### config.mk
export PLATFORM = sky130hd
export DESIGN_NAME = reg_wb_scheduler
export DESIGN_NICKNAME = d
export VERILOG_FILES = /design/src/rtl/riscv_core_pkg.sv /design/src/rtl/rr_arbiter.sv /design/src/rtl/reg_wb_scheduler.sv
export SDC_FILE = /design/constraint.sdc
export NUM_CORES = 1
export LEC_CHECK = 0
export CORE_UTILIZATION = 35
export CTS_CLUSTER_DIAMETER = 80
export DETAILED_ROUTE_END_ITERATION = 8
export MAX_ROUTING_LAYER = met4
export PLACE_DENSITY = 0.75
export SLEW_MARGIN = 20
export SYNTH_ARGS = -nofsm -noshare
export SYNTH_HDL_FRONTEND = slang
export SYNTH_HIERARCHICAL = 1
export SYNTH_SLANG_ARGS = --single-unit
### constraint.sdc
create_clock -name clk_i -period 3.55 [get_ports clk_i]
set_clock_uncertainty 0.05 [all_clocks]
set_input_delay 0.71 -clock clk_i [delete_from_list [all_inputs] [get_ports clk_i]]
set_output_delay 0.71 -clock clk_i [all_outputs]
set_load 0.005 [all_outputs]
### src/rtl/riscv_core_pkg.sv
// Core-wide types and constants shared by the register-file write-back path.
package riscv_core_pkg;

  localparam int unsigned XLEN       = 32;
  localparam int unsigned REG_COUNT  = 32;
  localparam int unsigned REG_ADDR_W = $clog2(REG_COUNT);
  localparam int unsigned WB_NUM_REQ = 3;

  typedef logic [REG_ADDR_W-1:0] reg_addr_t;
  typedef logic [XLEN-1:0]       word_t;

endpackage

### src/rtl/rr_arbiter.sv
// Round-robin arbiter: one-hot grant to the first requester at or after ptr,
// ptr moves past the winner whenever update is asserted with a grant.
module rr_arbiter #(
  parameter int unsigned N = 3
) (
  input  logic         clk_i,
  input  logic         rst_ni,
  input  logic [N-1:0] req,
  output logic [N-1:0] grant,
  input  logic         update
);

  localparam int unsigned PTR_W = (N > 1) ? $clog2(N) : 1;

  logic [PTR_W-1:0] ptr_q;
  logic [PTR_W-1:0] ptr_d;
  logic [PTR_W-1:0] win;
  logic             found;

  // Scan ptr, ptr+1, ... modulo N; first valid index wins.
  always_comb begin
    int unsigned idx;
    idx   = 0;
    grant = '0;
    found = 1'b0;
    win   = '0;
    for (int unsigned off = 0; off < N; off++) begin
      idx = 32'(ptr_q) + off;
      if (idx >= N) idx = idx - N;
      if (!found && req[PTR_W'(idx)]) begin
        found               = 1'b1;
        grant[PTR_W'(idx)]  = 1'b1;
        win                 = PTR_W'(idx);
      end
    end
  end

  always_comb begin
    ptr_d = ptr_q;
    if (update && found) begin
      ptr_d = (32'(win) == N - 1) ? '0 : win + 1'b1;
    end
  end

  always_ff @(posedge clk_i or negedge rst_ni) begin
    if (!rst_ni) ptr_q <= '0;
    else         ptr_q <= ptr_d;
  end

endmodule

### src/rtl/reg_wb_scheduler.sv
// Write-back scheduler: round-robin arbitration onto the single register-file
// write port, x0 write suppression, and a per-register busy scoreboard.
module reg_wb_scheduler
  import riscv_core_pkg::*;
#(
  parameter int unsigned NUM_REQ = WB_NUM_REQ
) (
  input  logic                     clk_i,
  input  logic                     rst_ni,
  input  logic      [NUM_REQ-1:0]  req_valid_i,
  input  reg_addr_t [NUM_REQ-1:0]  req_addr_i,
  input  word_t     [NUM_REQ-1:0]  req_data_i,
  output logic      [NUM_REQ-1:0]  req_ready_o,
  output logic                     rf_write_en_o,
  output reg_addr_t                rf_rd_addr_o,
  output word_t                    rf_rd_data_o,
  input  logic                     issue_valid_i,
  input  reg_addr_t                issue_rd_i,
  input  reg_addr_t                rs1_addr_i,
  input  reg_addr_t                rs2_addr_i,
  output logic                     rs1_busy_o,
  output logic                     rs2_busy_o
);

  logic      [NUM_REQ-1:0]   grant;
  logic                      xfer;
  reg_addr_t                 win_addr;
  word_t                     win_data;

  logic                      wr_en_q,   wr_en_d;
  reg_addr_t                 wr_addr_q, wr_addr_d;
  word_t                     wr_data_q, wr_data_d;
  logic      [REG_COUNT-1:0] busy_q,    busy_d;

  rr_arbiter #(.N(NUM_REQ)) u_arb (
    .clk_i  (clk_i),
    .rst_ni (rst_ni),
    .req    (req_valid_i),
    .grant  (grant),
    .update (xfer)
  );

  assign req_ready_o = grant;
  assign xfer        = |grant;

  // One-hot select of the winning requester's payload.
  always_comb begin
    win_addr = '0;
    win_data = '0;
    for (int unsigned i = 0; i < NUM_REQ; i++) begin
      if (grant[i]) begin
        win_addr = win_addr | req_addr_i[i];
        win_data = win_data | req_data_i[i];
      end
    end
  end

  // Output stage: address/data hold when idle; x0 never raises the enable.
  always_comb begin
    wr_en_d   = 1'b0;
    wr_addr_d = wr_addr_q;
    wr_data_d = wr_data_q;
    if (xfer) begin
      wr_en_d   = (win_addr != '0);
      wr_addr_d = win_addr;
      wr_data_d = win_data;
    end
  end

  // Clear on commit, then set on issue so a re-issue in the commit cycle wins.
  always_comb begin
    busy_d = busy_q;
    if (wr_en_q) busy_d[wr_addr_q] = 1'b0;
    if (issue_valid_i && (issue_rd_i != '0)) busy_d[issue_rd_i] = 1'b1;
    busy_d[0] = 1'b0;
  end

  always_ff @(posedge clk_i or negedge rst_ni) begin
    if (!rst_ni) begin
      wr_en_q   <= 1'b0;
      wr_addr_q <= '0;
      wr_data_q <= '0;
      busy_q    <= '0;
    end else begin
      wr_en_q   <= wr_en_d;
      wr_addr_q <= wr_addr_d;
      wr_data_q <= wr_data_d;
      busy_q    <= busy_d;
    end
  end

  assign rf_write_en_o = wr_en_q;
  assign rf_rd_addr_o  = wr_addr_q;
  assign rf_rd_data_o  = wr_data_q;
  assign rs1_busy_o    = busy_q[rs1_addr_i];
  assign rs2_busy_o    = busy_q[rs2_addr_i];

`ifndef SYNTHESIS
  a_grant_onehot: assert property (@(posedge clk_i) disable iff (!rst_ni)
    $onehot0(req_ready_o));

  a_no_x0_write: assert property (@(posedge clk_i) disable iff (!rst_ni)
    rf_write_en_o |-> (rf_rd_addr_o != '0));

  // Re-issue is allowed only in the cycle the pending write commits.
  a_no_issue_busy: assert property (@(posedge clk_i) disable iff (!rst_ni)
    (issue_valid_i && (issue_rd_i != '0)) |->
      (!busy_q[issue_rd_i] || (rf_write_en_o && (rf_rd_addr_o == issue_rd_i))));

  for (genvar g = 0; g < NUM_REQ; g++) begin : g_hold
    a_req_held: assert property (@(posedge clk_i) disable iff (!rst_ni)
      (req_valid_i[g] && !req_ready_o[g]) |=>
        (req_valid_i[g] && $stable(req_addr_i[g]) && $stable(req_data_i[g])));
  end
`endif

endmodule

==> results of run 1 <==
-- through the flow --
stage	hold WS [ps]	power, mW
2_1_floorplan	364.4	3.585
3_3_place_gp	457.9	4.872
3_5_place_dp	466.1	4.980
4_1_cts	477.6	5.826
5_1_grt	488.7	6.271
6_report	463.6	5.823
-- where the power goes --
group          total (mW)  switching (mW)  internal [mW]
combinational        3.37            1.75           1.62
sequential           1.63           0.349           1.28
clock               0.822           0.316          0.506
-- routing by layer --
metal	track usage [%]	share of wire, %	up-vias	routed length (µm)
met3	4.005	6.7	26	914
met5	-	0	-	0
met1	29.06	41	2039	5550
met4	9.619	2.6	0	350
met2	39.44	50	206	6755
li1	-	-	1992	-
-- cells in the mapped netlist, types with 5 or more instances --
master                     number  share of area (%)
sky130_fd_sc_hd__dfrtp_1       71                 44
sky130_fd_sc_hd__o21ai_0       64                8.0
sky130_fd_sc_hd__nor2_1        42                3.9
sky130_fd_sc_hd__a21oi_1       41                5.1
sky130_fd_sc_hd__a222oi_1      35                8.7
sky130_fd_sc_hd__nand2_1       22                2.1
sky130_fd_sc_hd__mux2i_1       20                5.0
sky130_fd_sc_hd__clkbuf_1      18                1.7
sky130_fd_sc_hd__nand3_1       12                1.5
sky130_fd_sc_hd__nand3b_1      11                2.1
sky130_fd_sc_hd__buf_2          9                1.1
sky130_fd_sc_hd__inv_1          8               0.75
sky130_fd_sc_hd__a22oi_1        7                1.3
sky130_fd_sc_hd__mux4_2         6                3.4
sky130_fd_sc_hd__nand2b_1       5               0.78
sky130_fd_sc_hd__o21ai_1        5               0.62
sky130_fd_sc_hd__or3b_2         5                1.1
-- state kept, by name (all words and copies together), names as in the netlist --
| name | flops |
|---|---|
| rf_rd_addr_o | 5 |
| u_arb/ptr_q | 2 |
| rf_rd_data_o | 32 |
| busy_q | 31 |
| rf_write_en_o | 1 |
-- worst paths after layout --
kind	depth (start not counted)	to	from	slack (ps)
worst min register to register	2	rf_rd_data_o[0]	rf_rd_data_o[0]	470
worst max register to register	13	rf_rd_data_o[6]	u_arb/ptr_q[1]	560
worst max-delay path	6	req_ready_o[2]	req_valid_i[1]	120
worst min-delay path	1	busy_q[31]	rst_ni	460
max in group asynchronous	1	rf_rd_data_o[31]	rst_ni	2410
min in group clk_i	2	rf_rd_data_o[0]	rf_rd_data_o[0]	470
-- layout make-up --
type,count,area (µm²),area share (%)
Clock buffer,12,256.5,4.127
Clock inverter,4,20.02,0.3221
Inverter,8,30.03,0.4832
Multi-Input combinational cell,314,2090,33.62
Sequential cell,71,1777,28.59
Tap cell,140,175.2,2.819
Timing Repair Buffer,189,1867,30.04
-- cell usage in the layout, fill, tap and decap left out, types with 4 or more instances in the layout --
cell	instances
sky130_fd_sc_hd__mux2i_1	20
sky130_fd_sc_hd__o21ai_0	64
sky130_fd_sc_hd__or3b_2	5
sky130_fd_sc_hd__clkinv_2	4
sky130_fd_sc_hd__a22oi_1	7
sky130_fd_sc_hd__clkbuf_16	9
sky130_fd_sc_hd__nor2_1	42
sky130_fd_sc_hd__nor2b_1	4
sky130_fd_sc_hd__dfrtp_1	71
sky130_fd_sc_hd__a222oi_1	35
sky130_fd_sc_hd__nand2b_1	5
sky130_fd_sc_hd__nand2_1	22
sky130_fd_sc_hd__inv_1	7
sky130_fd_sc_hd__clkdlybuf4s50_1	172
sky130_fd_sc_hd__nand3b_1	11
sky130_fd_sc_hd__buf_4	15
sky130_fd_sc_hd__a21oi_1	41
sky130_fd_sc_hd__mux4_2	6
sky130_fd_sc_hd__nand3_1	12
-- kinds of logic after synthesis --
logic type,Yosys count,synth area share [%]
AND/OR/NAND/NOR,109,13.47
AO/OA/AOI/OAI,174,28.31
adder cells (fa/ha/maj),4,1.244
buffers and inverters,40,4.199
flip-flops,71,44.17
multiplexers,27,8.616
==> summary by stage, run 1 <==
STA
The count of final hold-check violations is 0. The number of max-slew violations in the final report is 0. The maximum clock frequency is 0.2917 GHz. Once routing completed, OpenROAD measured the worst setup slack at 122.1 ps. Setup total negative slack on the finished layout was measured at 0 ps. Setup violations remaining at the end of the flow were counted as 0. The ratio of final minimum period to clock period is 96.56%.

Setup repair after global routing left no endpoint under its margin. The worst slew margin relative to its limit is 40.10%. The slew at the pin closest to its max-slew limit is 898.5 ps. The minimum clock period is 3428 ps.

Cells and area
The total non-filler cell area in the finished layout is approximately 6200 µm². The number of standard cells in the final layout excluding fillers is 738. The repair_antennas step left the layout with diodes totalling 0.

The signed area change from the synthesized netlist to the final layout is 54.49%. The number of fill cells in the layout is between 900 and 1000. The utilization after layout is 56.34%. The post-route netlist has under 10% of its cells at a drive strength greater than 1.

The total number of nets in the final design is 729.

Clocking
The count of H-tree levels built during CTS is 3. The root buffer cell is sky130_fd_sc_hd__clkbuf_16. For this design, the CTS-stage hold fixing added 0 buffers. Buffers added to address setup during post-CTS repair amount to 0. The insertion delay of the later-clocked pin in the worst-skew pair is 320 ps. No sink is reached through more buffers than the 2 on the longest clock path.

The tree built by TritonCTS fans out to between 70 and 80 sinks. Counting the buffers created by CTS gives 9. After clock tree synthesis, the clock-pin slew on the worst setup and hold paths is 60 ps. The post-CTS resize count is 0.

The TritonCTS clock tree is built.

Detailed routing
The first-pass iteration count of the detailed router is 5. The vias after detailed routing is 4263. The detail route stage leaves a number of antenna-violating nets equal to 0. The detailed router finished its first iteration with between 300 and 400 violations. The number of design rule violations left after detail routing is 0.

The mean routed wirelength per cell is 18.39 µm. The final routed wirelength across all metal layers is between 10 and 15 mm. The average via count per standard cell is roughly 5.8.

Setup path
For this run, the slowest stage of the critical path takes 520 ps. The critical path data required time is 2790 ps. The endpoint class of the critical path is a primary output. STA classifies the critical path startpoint as a primary input. The number of buffers and inverters on the critical path is 2. Grouping stages by cell kind, the critical path spends the most delay in buffers and inverters. The kind of critical path is primary input to primary output.

The critical path's most frequent cell is sky130_fd_sc_hd__clkdlybuf4s50_1. The arrival time at the worst endpoint is approximately 2700 ps. Along the worst path, the maximum fanout reaches 7.

Traced cell by cell, the critical path runs through clkdlybuf4s50_1 > mux2i_1 > o21ai_1 > a211oi_1 > a22o_1 > clkdlybuf4s50_1. For this design, the slowest cell found on the critical path is sky130_fd_sc_hd__clkdlybuf4s50_1.

Floorplan
Pin placement for this block handled roughly 180 I/O pins. In this run the standard cell core region covers 11030 µm². The floorplan step defined a die boundary enclosing 11930 µm².

The floorplan has 38 rows. The die extent in y is 109.2 µm. The die is about 110 µm wide. The effective utilization at floorplan is 36.47%.

Synth
The synthesized design contains 71 register bits. Sequential elements use between 40% and 50% of the synthesized area. The synthesized instance count is 425.

Among all flip-flop cells after synthesis, the most frequent one is sky130_fd_sc_hd__dfrtp_1. In this run, synthesis inferred 0 flip-flops with an integrated enable. The synthesized area per cell is 9.465 µm². The post-synth net total is about 560. The number of distinct library cells after synthesis is 41. Counting flops with an async set or reset pin after synthesis yields a share of 100.0%. The synthesized cell area is approximately 4000 µm². For this run, the number of Yosys warnings is 6.

Status
The flow ran to the end, and the final reports show no timing, DRC or antenna violations.

Power
In this run the power density over the cells is 937.0 nW/µm². The worst supply voltage drop on vdd is 0.0005659 V. Summed over all cells, the static leakage comes to around 2.5 nW.

GRT
The number of antenna violations at the first check in global routing is 0. The pin count of the biggest net entering global routing is 72. The first global-routing pass estimated around 21 mm of wire. The number of global-route vias before repair is 4334.

For this run, the total global-route usage over all layers was measured as 23.90%. Global routing finished with a remaining overflow of 0.

Place
After detailed placement, the total cell area comes to 5931 µm². After legalization and detailed placement, the total HPWL measured 10.14 mm. OpenSTA, run right after detailed placement, puts the worst setup slack at about 120 ps. The final weighted congestion in routability-driven placement is 0.9061.

Once placement completed, the tool counted placed cells totaling 722. The number of buffers added on ports is about 170.

Min path
The classification of the worst-slack hold path is primary input to async pin.

Run
The max-capacitance violation count is 0.
Note: power is estimated with default switching activity, not from simulation.
==> run 2, diff against run 1 <==
Settings changed: CELL_PAD_IN_SITES_DETAIL_PLACEMENT from default to 1, CELL_PAD_IN_SITES_GLOBAL_PLACEMENT from default to 1, CORE_UTILIZATION 35 to 31, PLACE_DENSITY 0.75 to 0.87.
==> run 2 against run 1 <==
  * Clock power down 6.0%
  * Largest cell class unchanged
  * Register-to-register slack worse by 160 ps
  * Highest routed layer unchanged
  * Routed wire length up 14%
  * Sequential share of layout area down 0.13 points
  * Global-route usage up 0.51 points
==> summary by stage, run 2 (synthesized netlist as in run 1, its figures left out) <==
GRT
The number of global-route vias before repair is 4742 (was 4334). The total global-route track usage was 24.41% (was 23.90%). The wire length of the first global-routing pass is 24.07 mm (was 21.23 mm). The pin count of the biggest net entering global routing is 72 (unchanged). The number of antenna violations at the first check in global routing is 0 (unchanged).

The total global routing overflow is 0 (unchanged).

Cells and area
The total number of nets in the final design is 729 (unchanged). The final antenna diode count is 0 (unchanged). The layout cell share with drive strength beyond 1 came to 7.886% (was 8.361%). The number of fill cells in the layout is 1437 (was 987).

The utilization after layout is 49.46% (was 56.34%). Top library cells by usage in the layout, fill and taps aside: 172 x sky130_fd_sc_hd__clkdlybuf4s50_1, 71 x sky130_fd_sc_hd__dfrtp_1, 64 x sky130_fd_sc_hd__o21ai_0 (unchanged). The total non-filler cell area in the finished layout was 6242 µm² (was 6215 µm²). The signed area change from the synthesized netlist to the final layout is 55.18% (was 54.49%). The number of flip-flops in the largest register came to 32 (unchanged). The most common cell after layout, fill and taps aside was sky130_fd_sc_hd__clkdlybuf4s50_1 (unchanged).

Power
The post-layout total power was 5.906 mW (was 5.823 mW). The share of power burned in registers is 28.1% (was 27.9%). The switching component of the power is 2.555 mW (was 2.420 mW). The internal power was 3.351 mW (was 3.403 mW). The leakage power is 2.435 nW (was 2.450 nW). The clock network fraction of design power is 13.1% (was 14.1%). The worst supply voltage drop on vdd is 0.0005595 V (was 0.0005659 V). The proportion of power drawn by combinational gates is 58.9% (was 58.0%). The switching part of the total power is 43.27% (was 41.55%). The total power divided by cell area was 946.1 nW/µm² (was 937.0 nW/µm²).

STA
The number of failing setup endpoints in the final timing report is 0 (unchanged). The slew at the pin closest to its max-slew limit is 928.3 ps (was 898.5 ps). The ratio of final minimum period to clock period is 96.81% (was 96.56%). The number of max-slew violations in the final report is 0 (unchanged). The minimum clock period is 3437 ps (was 3428 ps).

The worst slew margin relative to its limit came to 38.12% (was 40.10%). The count of final hold-check violations is 0 (unchanged). The maximum clock frequency is 0.2910 GHz (was 0.2917 GHz). The smallest hold slack is 457.6 ps (was 463.6 ps). The setup TNS is 0 ps (unchanged).

Place
The final weighted congestion in routability-driven placement was 0.8172 (was 0.9061). The number of buffers added on ports was 174 (unchanged). The total placed instance area is 5978 µm² (was 5931 µm²). The HPWL after detailed placement is 11.76 mm (was 10.14 mm).

Detailed routing
The final routed wirelength across all metal layers was 15.51 mm (was 13.57 mm). The remaining antenna violation count is 0 (unchanged). The number of design-rule violations left by the first detailed-router iteration came to 270 (was 317). The average via count per standard cell is 5.681 (was 5.776).

The vias after detailed routing was 4363 (was 4263). The mean routed wirelength per cell is 20.20 µm (was 18.39 µm). The first-pass iteration count of the detailed router is 8 (was 5). The number of design rule violations left after detail routing is 0 (unchanged).

Setup path
The cell with the largest stage delay on the worst path was sky130_fd_sc_hd__clkdlybuf4s50_1 (unchanged). The sort of element at the start of the critical path is a primary input (unchanged). The critical path's most frequent cell is sky130_fd_sc_hd__clkdlybuf4s50_1 (unchanged). The critical path data required time is 2790 ps (about the same). The kind of critical path is primary input to primary output (unchanged). The worst reg-to-reg setup slack is 400 ps (was 560 ps).

The arrival time at the worst endpoint is 2680 ps (was 2670 ps). The endpoint class of the critical path is a primary output (unchanged). Worst path cell trace: clkdlybuf4s50_1 > nand2b_1 > a32oi_1 > o32ai_2 > a2bb2oi_1 > o21ai_4 > clkdlybuf4s50_1 (was clkdlybuf4s50_1 > mux2i_1 > o21ai_1 > a211oi_1 > a22o_1 > clkdlybuf4s50_1). The highest net fanout along the worst path is 7 (unchanged).

The delay contributed by the slowest stage of the critical path is 600 ps (was 520 ps).

Min path
The classification of the worst-slack hold path was primary input to async pin (unchanged).

Floorplan
The width of the die came to 115.9 µm (was 109.2 µm). The area of the core was 12620 µm² (was 11030 µm²). The effective utilization at floorplan is 31.88% (was 36.47%). The number of placement rows is 41 (was 38). The die extent in y was 115.9 µm (was 109.2 µm). The area of the die is 13440 µm² (was 11930 µm²). The number of placed I/O pins is 175 (unchanged).

Clocking
The clock edge transition at the registers on the reported setup and hold paths was 50 ps (was 60 ps). The insertion delay of the later-clocked pin in the worst-skew pair is 330 ps (was 320 ps). The buffer depth of the longest clock path is 2 (unchanged). The count of H-tree levels built during CTS was 3 (unchanged). The TritonCTS clock tree was built (unchanged). The sink count of the clock tree is 71 (unchanged).

The count of buffers added by post-CTS timing repair for setup is 0 (unchanged). The root buffer cell was sky130_fd_sc_hd__clkbuf_16 (unchanged). The TritonCTS buffer count is 9 (unchanged).

Status
Run status: finished, final reports clean (unchanged).

Run
The max-capacitance violation count is 0 (unchanged).
-- run 2: area by class of cell --
class / count / area [µm²] / share of cell area (%)
clock inverters: 2 / 10.01 / 0.1604
flip-flops and latches: 71 / 1777 / 28.46
multi-input cells: 314 / 2107 / 33.75
well taps: 172 / 215.2 / 3.448
repair buffers: 189 / 1867 / 29.91
clock buffers: 12 / 236.5 / 3.788
inverters: 8 / 30.03 / 0.4811
-- run 2: timing repair --
item                                    CTS  global route
resized for setup                         1             3
endpoints found under the setup margin    1             4
hold buffers                              0             0
-- run 2: worst max-delay path: cells and delay by family --
family / cells / cell delay, ps
buffers and inverters: 2 / 1050
AO/OA/AOI/OAI: 4 / 740
AND/OR/NAND/NOR: 1 / 170
-- run 2: layer usage --
layer | vias up | routed length, µm | GRT usage (%) | share of wire, %
li1 | 1981 | - | - | -
met1 | 2160 | 6000 | 26.70 | 39
met2 | 195 | 8382 | 44.05 | 54
met3 | 27 | 842 | 4.236 | 5.4
met4 | 0 | 286 | 9.145 | 1.8
met5 | - | 0 | - | 0
-- run 2: final timing paths --
path / start / end / depth (start not counted)
max in group asynchronous: rst_ni / rf_rd_data_o[3] / 1
min reg2reg: rf_rd_data_o[13] / rf_rd_data_o[13] / 2
max reg2reg: u_arb/ptr_q[1] / rf_rd_data_o[6] / 13
max: req_valid_i[1] / req_ready_o[1] / 7
min: rst_ni / busy_q[30] / 1
min in group clk_i: rf_rd_data_o[13] / rf_rd_data_o[13] / 2
-- run 2: power groups by stage --
stage	logic (mW)	clock network, mW	registers, mW
global route	3.80	0.818	1.71
detailed placement	3.45	0	1.66
finish	3.48	0.773	1.66
global placement	3.25	0	1.62
floorplan	2.07	0	1.52
CTS	3.48	0.793	1.65
-- run 2: per-stage QoR --
| stage | cells | setup WS [ps] |
|---|---|---|
| 6_report | 768 | 113.4 |
| 5_1_grt | 768 | -2.980 |
| 4_1_cts | 768 | 44.88 |
| 3_5_place_dp | 754 | 32.92 |
| 3_3_place_gp | 754 | 97.69 |
| 2_1_floorplan | 425 | 678.2 |
==> run 3, diff against run 2 <==
Settings changed: CORE_UTILIZATION 31 to 35, DONT_BUFFER_PORTS from default to 1, PLACE_DENSITY 0.87 to 0.69, SETUP_SLACK_MARGIN from default to 0.15.
==> run 3 against run 2 <==
  * First-iteration DRC count shrank 24%
  * Sequential share of layout area up 11 points
  * Non-clock buffer count shrank 185
  * Total power fell by 12%
  * Clock power grew 27%
  * Combinational power fell by 28%
  * Utilization fell by 9.1 points
  * Sequential power up 4%
  * Die area is 11% lower
  * Register-to-register slack better by 80 ps
  * Critical path depth is the same
==> summary by stage, run 3 (synthesized netlist as in run 1, its figures left out) <==
Clocking
The insertion delay of the later-clocked pin in the worst-skew pair is 330 ps (about the same). The buffer depth of the longest clock path is 2 (unchanged). The root buffer cell is sky130_fd_sc_hd__clkbuf_16 (unchanged). The clock edge transition at the registers on the reported setup and hold paths is 60 ps (was 50 ps). The count of buffers added by post-CTS timing repair for setup came to 0 (unchanged). The count of H-tree levels built during CTS came to 3 (unchanged). The count of hold-fix buffers inserted at cts is 0 (unchanged). The TritonCTS clock tree is built (unchanged). The sink count of the clock tree is 71 (unchanged). The TritonCTS buffer count is 9 (unchanged).

STA
The worst slew margin relative to its limit came to 60.62% (was 38.12%). The number of failing setup endpoints in the final timing report is 0 (unchanged). The maximum clock frequency came to 0.3062 GHz (was 0.2910 GHz).

The smallest hold slack is 20.86 ps (was 457.6 ps). The setup TNS is 0 ps (unchanged). The number of max-slew violations in the final report is 0 (unchanged). The minimum clock period was 3265 ps (was 3437 ps). The ratio of final minimum period to clock period is 91.98% (was 96.81%).

The slew at the pin closest to its max-slew limit is 590.7 ps (was 928.3 ps). Setup repair after global routing left no endpoint under its margin. The count of final hold-check violations is 0 (unchanged).

GRT
The wire length of the first global-routing pass was 18.88 mm (was 24.07 mm). The number of global-route vias before repair is 3586 (was 4742). The pin count of the biggest net entering global routing is 72 (unchanged). The number of antenna violations at the first check in global routing is 0 (unchanged). The total global routing overflow is 0 (unchanged). The total global-route track usage was 21.70% (was 24.41%).

Detailed routing
The mean routed wirelength per cell came to 22.58 µm (was 20.20 µm). The number of design-rule violations left by the first detailed-router iteration is 206 (was 270). The final routed wirelength across all metal layers is 12.49 mm (was 15.51 mm).

The average via count per standard cell is 6.358 (was 5.681). The vias after detailed routing came to 3516 (was 4363). The number of design rule violations left after detail routing is 0 (unchanged). The remaining antenna violation count is 0 (unchanged). The first-pass iteration count of the detailed router was 8 (unchanged).

Setup path
The arrival time at the worst endpoint was 2510 ps (was 2680 ps). The sort of element at the start of the critical path was a register (was primary input). The worst reg-to-reg setup slack is 480 ps (was 400 ps).

The worst reg2reg path depth is 12 (was 13). The highest net fanout along the worst path came to 38 (was 7). The kind of critical path is register to primary output (was primary input to primary output).

The endpoint class of the critical path is a primary output (unchanged). The critical path data required time is 2790 ps (about the same).

Power
The total power divided by cell area is 1173 nW/µm² (was 946.1 nW/µm²). The switching part of the total power is 43.88% (was 43.27%). The worst supply voltage drop on vdd is 0.0005293 V (was 0.0005595 V).

The leakage power is 1.725 nW (was 2.435 nW). The proportion of power drawn by combinational gates was 48.3% (was 58.9%). The clock network fraction of design power is 18.8% (was 13.1%). The internal power was 2.929 mW (was 3.351 mW). The switching component of the power is 2.290 mW (was 2.555 mW). The share of power burned in registers is 32.9% (was 28.1%).

Floorplan
The number of placed I/O pins was 175 (unchanged). The area of the die is 11930 µm² (was 13440 µm²). The number of placement rows is 38 (was 41).

The die extent in y was 109.2 µm (was 115.9 µm). The effective utilization at floorplan is 36.47% (was 31.88%). The area of the core came to 11030 µm² (was 12620 µm²). The width of the die is 109.2 µm (was 115.9 µm).

Cells and area
The layout cell share with drive strength beyond 1 is 9.201% (was 7.886%). The final antenna diode count is 0 (unchanged). The most common cell after layout, fill and taps aside is sky130_fd_sc_hd__dfrtp_1 (was sky130_fd_sc_hd__clkdlybuf4s50_1). The number of flip-flops in the largest register is 32 (unchanged). Top library cells by usage in the layout, fill and taps aside: 71 x sky130_fd_sc_hd__dfrtp_1, 64 x sky130_fd_sc_hd__o21ai_0, 42 x sky130_fd_sc_hd__nor2_1 (was 172 x sky130_fd_sc_hd__clkdlybuf4s50_1, 71 x sky130_fd_sc_hd__dfrtp_1, 64 x sky130_fd_sc_hd__o21ai_0).

The signed area change from the synthesized netlist to the final layout came to 10.61% (was 55.18%). The total number of nets in the final design was 544 (was 729). The number of fill cells in the layout is 1274 (was 1437).

Place
The number of buffers added on ports is 0 (was 174). The HPWL after detailed placement is 8.964 mm (was 11.76 mm). The final weighted congestion in routability-driven placement came to 0.8225 (was 0.8172).

Run
The max-capacitance violation count is 0 (unchanged).

Min path
The classification of the worst-slack hold path was primary input to async pin (unchanged).

Status
Run status: finished, final reports clean (unchanged).
-- run 3: stage by stage --
stage / area (µm²) / utilization (%) / total power [mW] / cells / setup WS (ps)
6_report: 4449 / 40.34 / 5.218 / 553 / 284.7
5_1_grt: 4449 / 40.34 / 5.640 / 553 / 133.3
4_1_cts: 4428 / 40.14 / 5.213 / 553 / 154.9
3_5_place_dp: 4096 / 37.14 / 4.203 / 537 / 490.9
3_3_place_gp: 4096 / 37.14 / 4.085 / 537 / 553.6
2_1_floorplan: 4023 / - / 3.585 / 425 / 678.2
-- run 3: layout make-up --
| cell class | instances | area [µm²] | area share, % |
|---|---|---|---|
| inverters | 8 | 30.03 | 0.6749 |
| multi-input cells | 314 | 2095 | 47.08 |
| clock buffers | 11 | 242.7 | 5.456 |
| flip-flops and latches | 71 | 1777 | 39.93 |
| clock inverters | 5 | 81.33 | 1.828 |
| well taps | 140 | 175.2 | 3.937 |
| repair buffers | 4 | 48.80 | 1.097 |
-- run 3: power by group through the flow --
stage	Sequential [mW]	Combinational, mW	Clock, mW
floorplan	1.52	2.07	0
global placement	1.72	2.36	0
detailed placement	1.73	2.47	0
CTS	1.72	2.49	0.997
global route	1.77	2.84	1.03
finish	1.72	2.52	0.983
-- run 3: what timing repair did --
action | 4_1_cts | 5_1_grt
setup endpoints to repair | 2 | 3
hold endpoints to repair | 0 | 0
resized for setup | 2 | 5
-- run 3: layer usage --
layer,vias to the layer above,GRT usage (%),routed length (µm)
met3,17,3.467,718
met4,0,7.810,259
met1,1733,26.14,5217
met5,-,-,0
met2,146,36.70,6289
li1,1620,-,-
-- run 3: worst paths after layout --
kind / from / endpoint
min in group clk_i: busy_q[15] / busy_q[15]
max in group asynchronous: rst_ni / rf_rd_addr_o[2]
setup reg to reg: u_arb/ptr_q[0] / rf_rd_data_o[18]
hold reg to reg: busy_q[15] / busy_q[15]
setup / recovery: u_arb/ptr_q[1] / req_ready_o[2]
hold / removal: rst_ni / busy_q[2]
-- run 3: worst max-delay path, cell delays in order (launching register included) --
cell and delay (ps):
sky130_fd_sc_hd__dfrtp_1 420, sky130_fd_sc_hd__inv_1 110, sky130_fd_sc_hd__ha_2 300, sky130_fd_sc_hd__mux2i_1 300, sky130_fd_sc_hd__o21ai_1 200, sky130_fd_sc_hd__a211oi_1 290, sky130_fd_sc_hd__a22o_1 250, sky130_fd_sc_hd__buf_6 300
